File: src/rtl/pos_decoder_pkg.sv
// rtl/pos_decoder_pkg.sv - shared widths, word type and position-to-one-hot decode.
package pos_decoder_pkg;

    localparam int POS_W = 2;
    localparam int VEC_W = 4;
    localparam int CNT_W = 3;

    typedef struct packed {
        logic [VEC_W-1:0] onehot;
        logic [CNT_W-1:0] count;
    } word_t;

    function automatic logic [VEC_W-1:0] pos_to_onehot(input logic [POS_W-1:0] pos,
                                                       input logic             none);
        logic [VEC_W-1:0] vec;
        vec = '0;
        if (!none) begin
            vec[pos] = 1'b1;
        end
        return vec;
    endfunction

endpackage

File: src/rtl/pos_decoder_buf.sv
// rtl/pos_decoder_buf.sv - 2-entry output buffer with registered ready.
module pos_decoder_buf
    import pos_decoder_pkg::*;
(
    input  logic  clk,
    input  logic  reset,
    input  logic  push_valid,
    output logic  in_ready,
    input  word_t push_word,
    output logic  out_valid,
    input  logic  out_ready,
    output word_t out_word
);

    logic [1:0] occ_q, occ_d;
    word_t      head_q, head_d;
    word_t      tail_q, tail_d;
    logic       rdy_q, rdy_d;
    logic       push, pop;

    // Ready depends only on next occupancy, so out_ready never reaches in_ready combinationally.
    always_comb begin
        occ_d  = occ_q;
        head_d = head_q;
        tail_d = tail_q;
        push   = push_valid && rdy_q;
        pop    = (occ_q != 2'd0) && out_ready;
        case (occ_q)
            2'd0: begin
                if (push) begin
                    head_d = push_word;
                    occ_d  = 2'd1;
                end
            end
            2'd1: begin
                if (push && pop) begin
                    head_d = push_word;
                end else if (push) begin
                    tail_d = push_word;
                    occ_d  = 2'd2;
                end else if (pop) begin
                    occ_d = 2'd0;
                end
            end
            2'd2: begin
                if (pop) begin
                    head_d = tail_q;
                    occ_d  = 2'd1;
                end
            end
            default: occ_d = 2'd0;
        endcase
        rdy_d = (occ_d != 2'd2);
    end

    always_ff @(posedge clk) begin
        if (reset) begin
            occ_q  <= 2'd0;
            head_q <= '0;
            tail_q <= '0;
            rdy_q  <= 1'b0;
        end else begin
            occ_q  <= occ_d;
            head_q <= head_d;
            tail_q <= tail_d;
            rdy_q  <= rdy_d;
        end
    end

    assign in_ready  = rdy_q;
    assign out_valid = (occ_q != 2'd0);
    assign out_word  = out_valid ? head_q : '0;

endmodule

File: src/rtl/pos_decoder.sv
// rtl/pos_decoder.sv - position to one-hot decoder; POS_DECODER_ACCUM_EN enables frame accumulation.
module pos_decoder
    import pos_decoder_pkg::*;
(
    input  logic             clk,
    input  logic             reset,
    input  logic             in_valid,
    output logic             in_ready,
    input  logic [POS_W-1:0] in_pos,
    input  logic             in_none,
    input  logic             in_last,
    output logic             out_valid,
    input  logic             out_ready,
    output logic [VEC_W-1:0] out_onehot,
    output logic [CNT_W-1:0] out_count
);

    logic [VEC_W-1:0] dec;
    logic             push_valid;
    word_t            push_word;
    word_t            out_word;

    assign dec = pos_to_onehot(in_pos, in_none);

`ifdef POS_DECODER_ACCUM_EN
    logic [VEC_W-1:0] acc_q, acc_d;
    logic [CNT_W-1:0] beats_q, beats_d, beats_inc;
    logic             accept;

    // A frame only reaches the buffer on its last beat; earlier beats fold into the accumulator.
    always_comb begin
        accept           = in_valid && in_ready;
        beats_inc        = (beats_q == '1) ? beats_q : beats_q + CNT_W'(1);
        push_valid       = in_valid && in_last;
        push_word.onehot = acc_q | dec;
        push_word.count  = beats_inc;
        acc_d            = acc_q;
        beats_d          = beats_q;
        if (accept) begin
            if (in_last) begin
                acc_d   = '0;
                beats_d = '0;
            end else begin
                acc_d   = acc_q | dec;
                beats_d = beats_inc;
            end
        end
    end

    always_ff @(posedge clk) begin
        if (reset) begin
            acc_q   <= '0;
            beats_q <= '0;
        end else begin
            acc_q   <= acc_d;
            beats_q <= beats_d;
        end
    end
`else
    logic unused_last;

    assign unused_last      = in_last;
    assign push_valid       = in_valid;
    assign push_word.onehot = dec;
    assign push_word.count  = CNT_W'(1);
`endif

    pos_decoder_buf u_buf (
        .clk        (clk),
        .reset      (reset),
        .push_valid (push_valid),
        .in_ready   (in_ready),
        .push_word  (push_word),
        .out_valid  (out_valid),
        .out_ready  (out_ready),
        .out_word   (out_word)
    );

    assign out_onehot = out_word.onehot;
    assign out_count  = out_word.count;

endmodule

File: config.mk
export PLATFORM = sky130hd
export DESIGN_NAME = pos_decoder
export DESIGN_NICKNAME = d
export VERILOG_FILES = /design/src/rtl/pos_decoder_pkg.sv /design/src/rtl/pos_decoder_buf.sv /design/src/rtl/pos_decoder.sv
export SDC_FILE = /design/constraint.sdc
export NUM_CORES = 1
export LEC_CHECK = 0
export BUFFER_PORTS_ARGS = -buffer_cell sky130_fd_sc_hd__buf_2
export CAP_MARGIN = 30
export CORE_MARGIN = 3
export CORE_UTILIZATION = 57
export CTS_BUF_LIST = sky130_fd_sc_hd__clkbuf_4 sky130_fd_sc_hd__clkbuf_8 sky130_fd_sc_hd__clkbuf_16
export DETAILED_ROUTE_END_ITERATION = 10
export GPL_TIMING_DRIVEN = 0
export PLACE_DENSITY = 0.79
export REMOVE_ABC_BUFFERS = 1
export SLEW_MARGIN = 20
export SYNTH_ARGS = -nofsm -noshare
export SYNTH_HDL_FRONTEND = slang
export SYNTH_HIERARCHICAL = 1
export SYNTH_SLANG_ARGS = --single-unit
export TNS_END_PERCENT = 30
File: constraint.sdc
create_clock -name clk -period 2.25 [get_ports clk]
set_input_delay 0.5625 -clock clk [delete_from_list [all_inputs] [get_ports clk]]
set_output_delay 0.5625 -clock clk [all_outputs]
set_load 0.01 [all_outputs]
### Word level (Yosys, flattened, before mapping)

Cells that the tools add are included.

| cells by class | value |
|---|---|
| magnitude comparators | 2 |
| equal/unequal tests | 6 |
| multiplexer cells | 14 |
| bitwise operators | 1 |
| reductions and logical operators | 9 |

Operators by type and width:

| cell | number |
|---|---|
| 7-bit two-way mux | 4 |
| 7-bit case mux with 3 select lines | 1 |
| 2-bit two-way mux | 5 |
| 2-bit by 1-bit inequality test with 1-bit output (second input constant) | 3 |
| 2-bit case mux with 3 select lines | 1 |
| 1-bit logical AND | 4 |
| 4-bit two-way mux | 1 |
| 4-bit AND reduction | 1 |
| 2-bit by 3-bit < comparator with 1-bit output (second input constant) | 1 |
| 3-bit AND reduction | 1 |
| 3-bit nonzero test | 1 |
| 1-bit demux with 2-bit select | 1 |
| 2-bit by 1-bit == test with 1-bit output (second input constant) | 1 |
| 2-bit == test (second input constant) | 1 |
| 2-bit by 1-bit greater-or-equal comparator with 1-bit output (second input constant) | 1 |
| 2-bit zero test | 1 |
| 2-bit inequality test (second input constant) | 1 |
| 2-bit nonzero test | 1 |
| 1-bit two-way mux | 1 |
| 1-bit NOT | 1 |

| storage, ports and cells | value |
|---|---|
| bits in registers | 15 |
| bits of input ports | 8 |
| output and inout port bits | 9 |
| word-level logic and storage cells | 38 |

### Logic depth before layout (Yosys ltp)

| logic depth | value |
|---|---|
| depth in word-level cells | 7 |
| gate-level depth with buffers | 6 |
| gate-level depth less buffers | 4 |

### By module

Netlist, hierarchy kept.

By module, submodules not included:

| module | instances | cells each | area each (µm²) | sequential area each (µm²) |
|---|---|---|---|---|
| pos_decoder_buf | 1 | 82 | 822.0 | 340.3 |
| pos_decoder | 1 | 6 | 37.5 | 0.0 |

### Least setup slack after synthesis

Ideal clock, no wire load.

| timing | value |
|---|---|
| kind | reg2out |
| from | register u_buf.occ_q[1] |
| to | output out_count[0] |
| arrival | 0.842 ns |
| required time | 1.688 ns |
| path slack | 0.845 ns |
| cell stages (with the launch flop) | 4 |
| buffers on the path | 1 |
| cells stage by stage | dfxtp_1 > buf_6 > nor2_1 > nor2b_1 |

| on the way | value |
|---|---|
| longest elaborated chain between the ends | 2 |

Ends and longest elaborated chain:

| what | RTL line | text |
|---|---|---|
| start, declared | pos_decoder_buf.sv:15 | `logic [1:0] occ_q, occ_d;` |
| start signal, assigned | pos_decoder_buf.sv:58 | `occ_q <= 2'd0;` |
| start signal, assigned | pos_decoder_buf.sv:63 | `occ_q <= occ_d;` |
| 2-bit nonzero test | pos_decoder_buf.sv:71 | `assign out_valid = (occ_q != 2'd0);` |
| 7-bit two-way mux | pos_decoder_buf.sv:72 | `assign out_word = out_valid ? head_q : '0;` |
| end, declared | pos_decoder.sv:15 | `output logic [CNT_W-1:0] out_count` |

Every way passes these cells.

### Worst setup path after layout

| timing | value |
|---|---|
| from | register u_buf.occ_q[1] |
| to | output out_onehot[1] |

| on the way | value |
|---|---|
| longest elaborated chain between the ends | 2 |

Ends and longest elaborated chain:

| what | RTL line | text |
|---|---|---|
| 2-bit nonzero test | pos_decoder_buf.sv:71 |  |
| 7-bit two-way mux | pos_decoder_buf.sv:72 |  |
| end, declared | pos_decoder.sv:14 | `output logic [VEC_W-1:0] out_onehot,` |

Every way passes these cells.

==> metrics.md <==
| Metric | Value |
|---|---|
| Final hold violation count | `0` |
| First-pass GRT wire length | `approximately 2500 µm` |
| Yosys warns | `6` |
| CP Class | `register to output port` |
| Longest Clk Path Bufs | `2` |
| Layout area overhead | `10.5%` |
| Rows | `13` |
| Port Buf Inserts | `15` |
| DR vias/cell | `between 5 and 6` |
| Leak pwr | `~0.00044 µW` |
| Via count | `634` |
| Die Width | `between 40 and 50 µm` |
| Clk pin slew, worst setup/hold paths | `about 0.090 ns` |
| Final Max Slew Viols | `0` |
| Slew margin rel. | `a little under half` |
| Clock latency on the worst-skew pair | `roughly 0.29 ns` |
| CTS Buf Count | `3` |
| Reg area | `about 340 µm²` |
| GRT Resource Usage Total | `17.5%` |
| Final setup viols | `0` |
| Number of fill cells in the layout | `110` |
| Initial core utilization | `a little under two thirds` |
| Hold Buf Count CTS | `0` |
| Pwr/cell area | `between 500 and 600 nW/µm²` |
| Post-layout min period | `~2.0 ns` |
| Period utilization | `between 80% and 90%` |
| Initial antenna violation count | `0` |
| Die Area | `2010 µm²` |
| Outcome | `finished clean` |
| Synth Register Bits | `17` |
| Sequential power share | `56.6%` |
| CTS tree | `yes` |
| FMAX | `just over 500 MHz` |
| IO Pins | `17` |
| Die height | `roughly 45 µm` |
| DR WL/cell | `12.4 µm` |
| Clock share of power | `a little under a third` |
| Pint | `between 400 and 500 µW` |
| Mapped Cells | `slightly below 90` |
| Residual DRC | `0` |
| Syn Area/Cell | `around 9.8 µm²` |
| Hold_ws | `just under 0.5 ns` |
| Ratio of cells with drive above 1 in the final layout | `a little under a quarter` |
| Vias in the first global route | `around 580` |
| Sw Share | `24.3%` |
| Maximum VDD drop | `489 µV` |
| Core region area | `1350 µm²` |
| P_sw | `135 µW` |
| Routability cong. | `about 0.7` |
| Actual slew at the worst max-slew pin | `0.782 ns` |
| Clk root buf | `clkbuf_4` |
| Register area share after synthesis | `between 30% and 40%` |
| Worst min path class | `register to register` |
| Final WL | `roughly 1500 µm` |
| Most frequent cells in the layout | `nor2_1, dfxtp_1, buf_2, mux2i_1, nor2b_1` |
| First drt pass iteration count | `4` |
| Total gr overflow | `0` |
| RSZ-0062 raised after global routing | `false` |
| Total setup buffers inserted after CTS | `0` |
| Footprint of the multi-input gates | `482 µm²` |
| Required time of the critical path | `approximately 1.7 ns` |
| Crit-path max FO | `9` |
| Critical Path End Type | `output port` |
| Layout Skew | `around 0.0047 ns` |
| Mapped cell area | `approximately 860 µm²` |
| Startpoint types | `register` |
| Combinational power share | `11.5%` |
| R2R setup slack | `0.55 ns` |
| Post-route antenna net violation count | `0` |
| Final-stage net count | `approximately 110` |
| Max cap viols | `0` |
| Largest net degree at the start of global routing | `18` |
| Ant diodes | `0` |
| Initial DRC Count | `5` |
| Clock sink count | `17` |
| Total negative slack | `0 ns` |
| H-tree depth | `1` |
| Worst path arrival time | `roughly 1.4 ns` |
| Number of library cell types mapped by synthesis | `25` |
| # resized after CTS | `0` |
| DP HPWL | `1030 µm` |
==> routing by layer <==
| metal | vias to the layer above | track usage [%] | wire [µm] |
|---|---|---|---|
| li1 | 322 | - | - |
| met1 | 293 | 21.3 | 685 |
| met2 | 15 | 28.1 | 692 |
| met3 | 4 | 2.39 | 83 |
| met4 | 0 | 12.3 | 26 |
| met5 | - | 0 | 0 |
==> critical path, stage by stage, from the launching register on <==
cell	delay, ns
dfxtp_1	0.40
nor2_1	0.48
nor2b_1	0.09
buf_2	0.16
==> flip-flops by register name, indices dropped and copies added, names as in the netlist <==
register,flops
u_buf/tail_q,7
u_buf/head_q,7
u_buf/occ_q,2
u_buf/in_ready,1
==> final cells by class <==
class / count / share of cell area, %
timing repair buffer: 15 / 7.91
clock buffer: 4 / 3.16
inverter: 1 / 0.395
sequential: 17 / 35.8
tap: 15 / 1.98
multi-input combinational: 68 / 50.7
==> Yosys cell counts <==
master    number  area, µm²
dfxtp_1       17        340
nor2_1        17       63.8
mux2i_1       15        150
nor2b_1        8       50.1
mux2_1         4       45.0
buf_6          3       33.8
mux2_2         3       33.8
conb_1         2       7.51
nand2_1        2       7.51
nor3b_1        2       15.0
a21oi_1        1       5.00
and3b_2        1       10.0
buf_1          1       3.75
buf_4          1       7.51
clkbuf_1       1       3.75
inv_1          1       3.75
nand2b_1       1       6.26
nand3b_1       1       7.51
nand4b_1       1       8.76
nor2b_4        1       13.8
nor3_1         1       5.00
nor3b_2        1       12.5
o21a_1         1       7.51
o22a_1         1       8.76
o31a_1         1       8.76
==> per-stage QoR <==
step | cells | worst slack, ns | total power (µW) | cell area, µm² | util [%]
6_report | 120 | 0.266 | 555 | 950 | 70.3
3_3_place_gp | 116 | 0.360 | 383 | 920 | 68.1
5_1_grt | 120 | 0.154 | 580 | 950 | 70.3
2_1_floorplan | 86 | 0.673 | 362 | 826 | -
4_1_cts | 120 | 0.245 | 563 | 950 | 70.3
3_5_place_dp | 116 | 0.335 | 385 | 920 | 68.1
==> power by group through the flow <==
stage / combinational [µW] / clock [µW] / sequential, µW
after CTS: 64.0 / 185 / 314
after floorplan: 41.3 / 0 / 320
after global routing: 71.6 / 193 / 315
after detailed placement: 63.7 / 0 / 321
final: 63.9 / 177 / 314
after global placement: 62.8 / 0 / 321
==> cells by family (layout without fill, tap and decap cells) <==
logic type	Yosys count	after routing	synth area share [%]
flops	17	17	39.6
buf+inv	7	20	6.11
compound gates	4	4	3.49
mux	22	22	26.6
simple gates	36	36	23.3
other cells	2	6	0.874
==> final timing paths <==
kind                         from              end  depth (start not counted)
setup / recovery   u_buf/occ_q[1]    out_onehot[1]                          3
hold / removal    u_buf/head_q[0]  u_buf/head_q[0]                          2
hold reg to reg   u_buf/head_q[0]  u_buf/head_q[0]                          2
setup reg to reg   u_buf/occ_q[0]  u_buf/tail_q[4]                          4
Power figures use the tool's default switching activity.
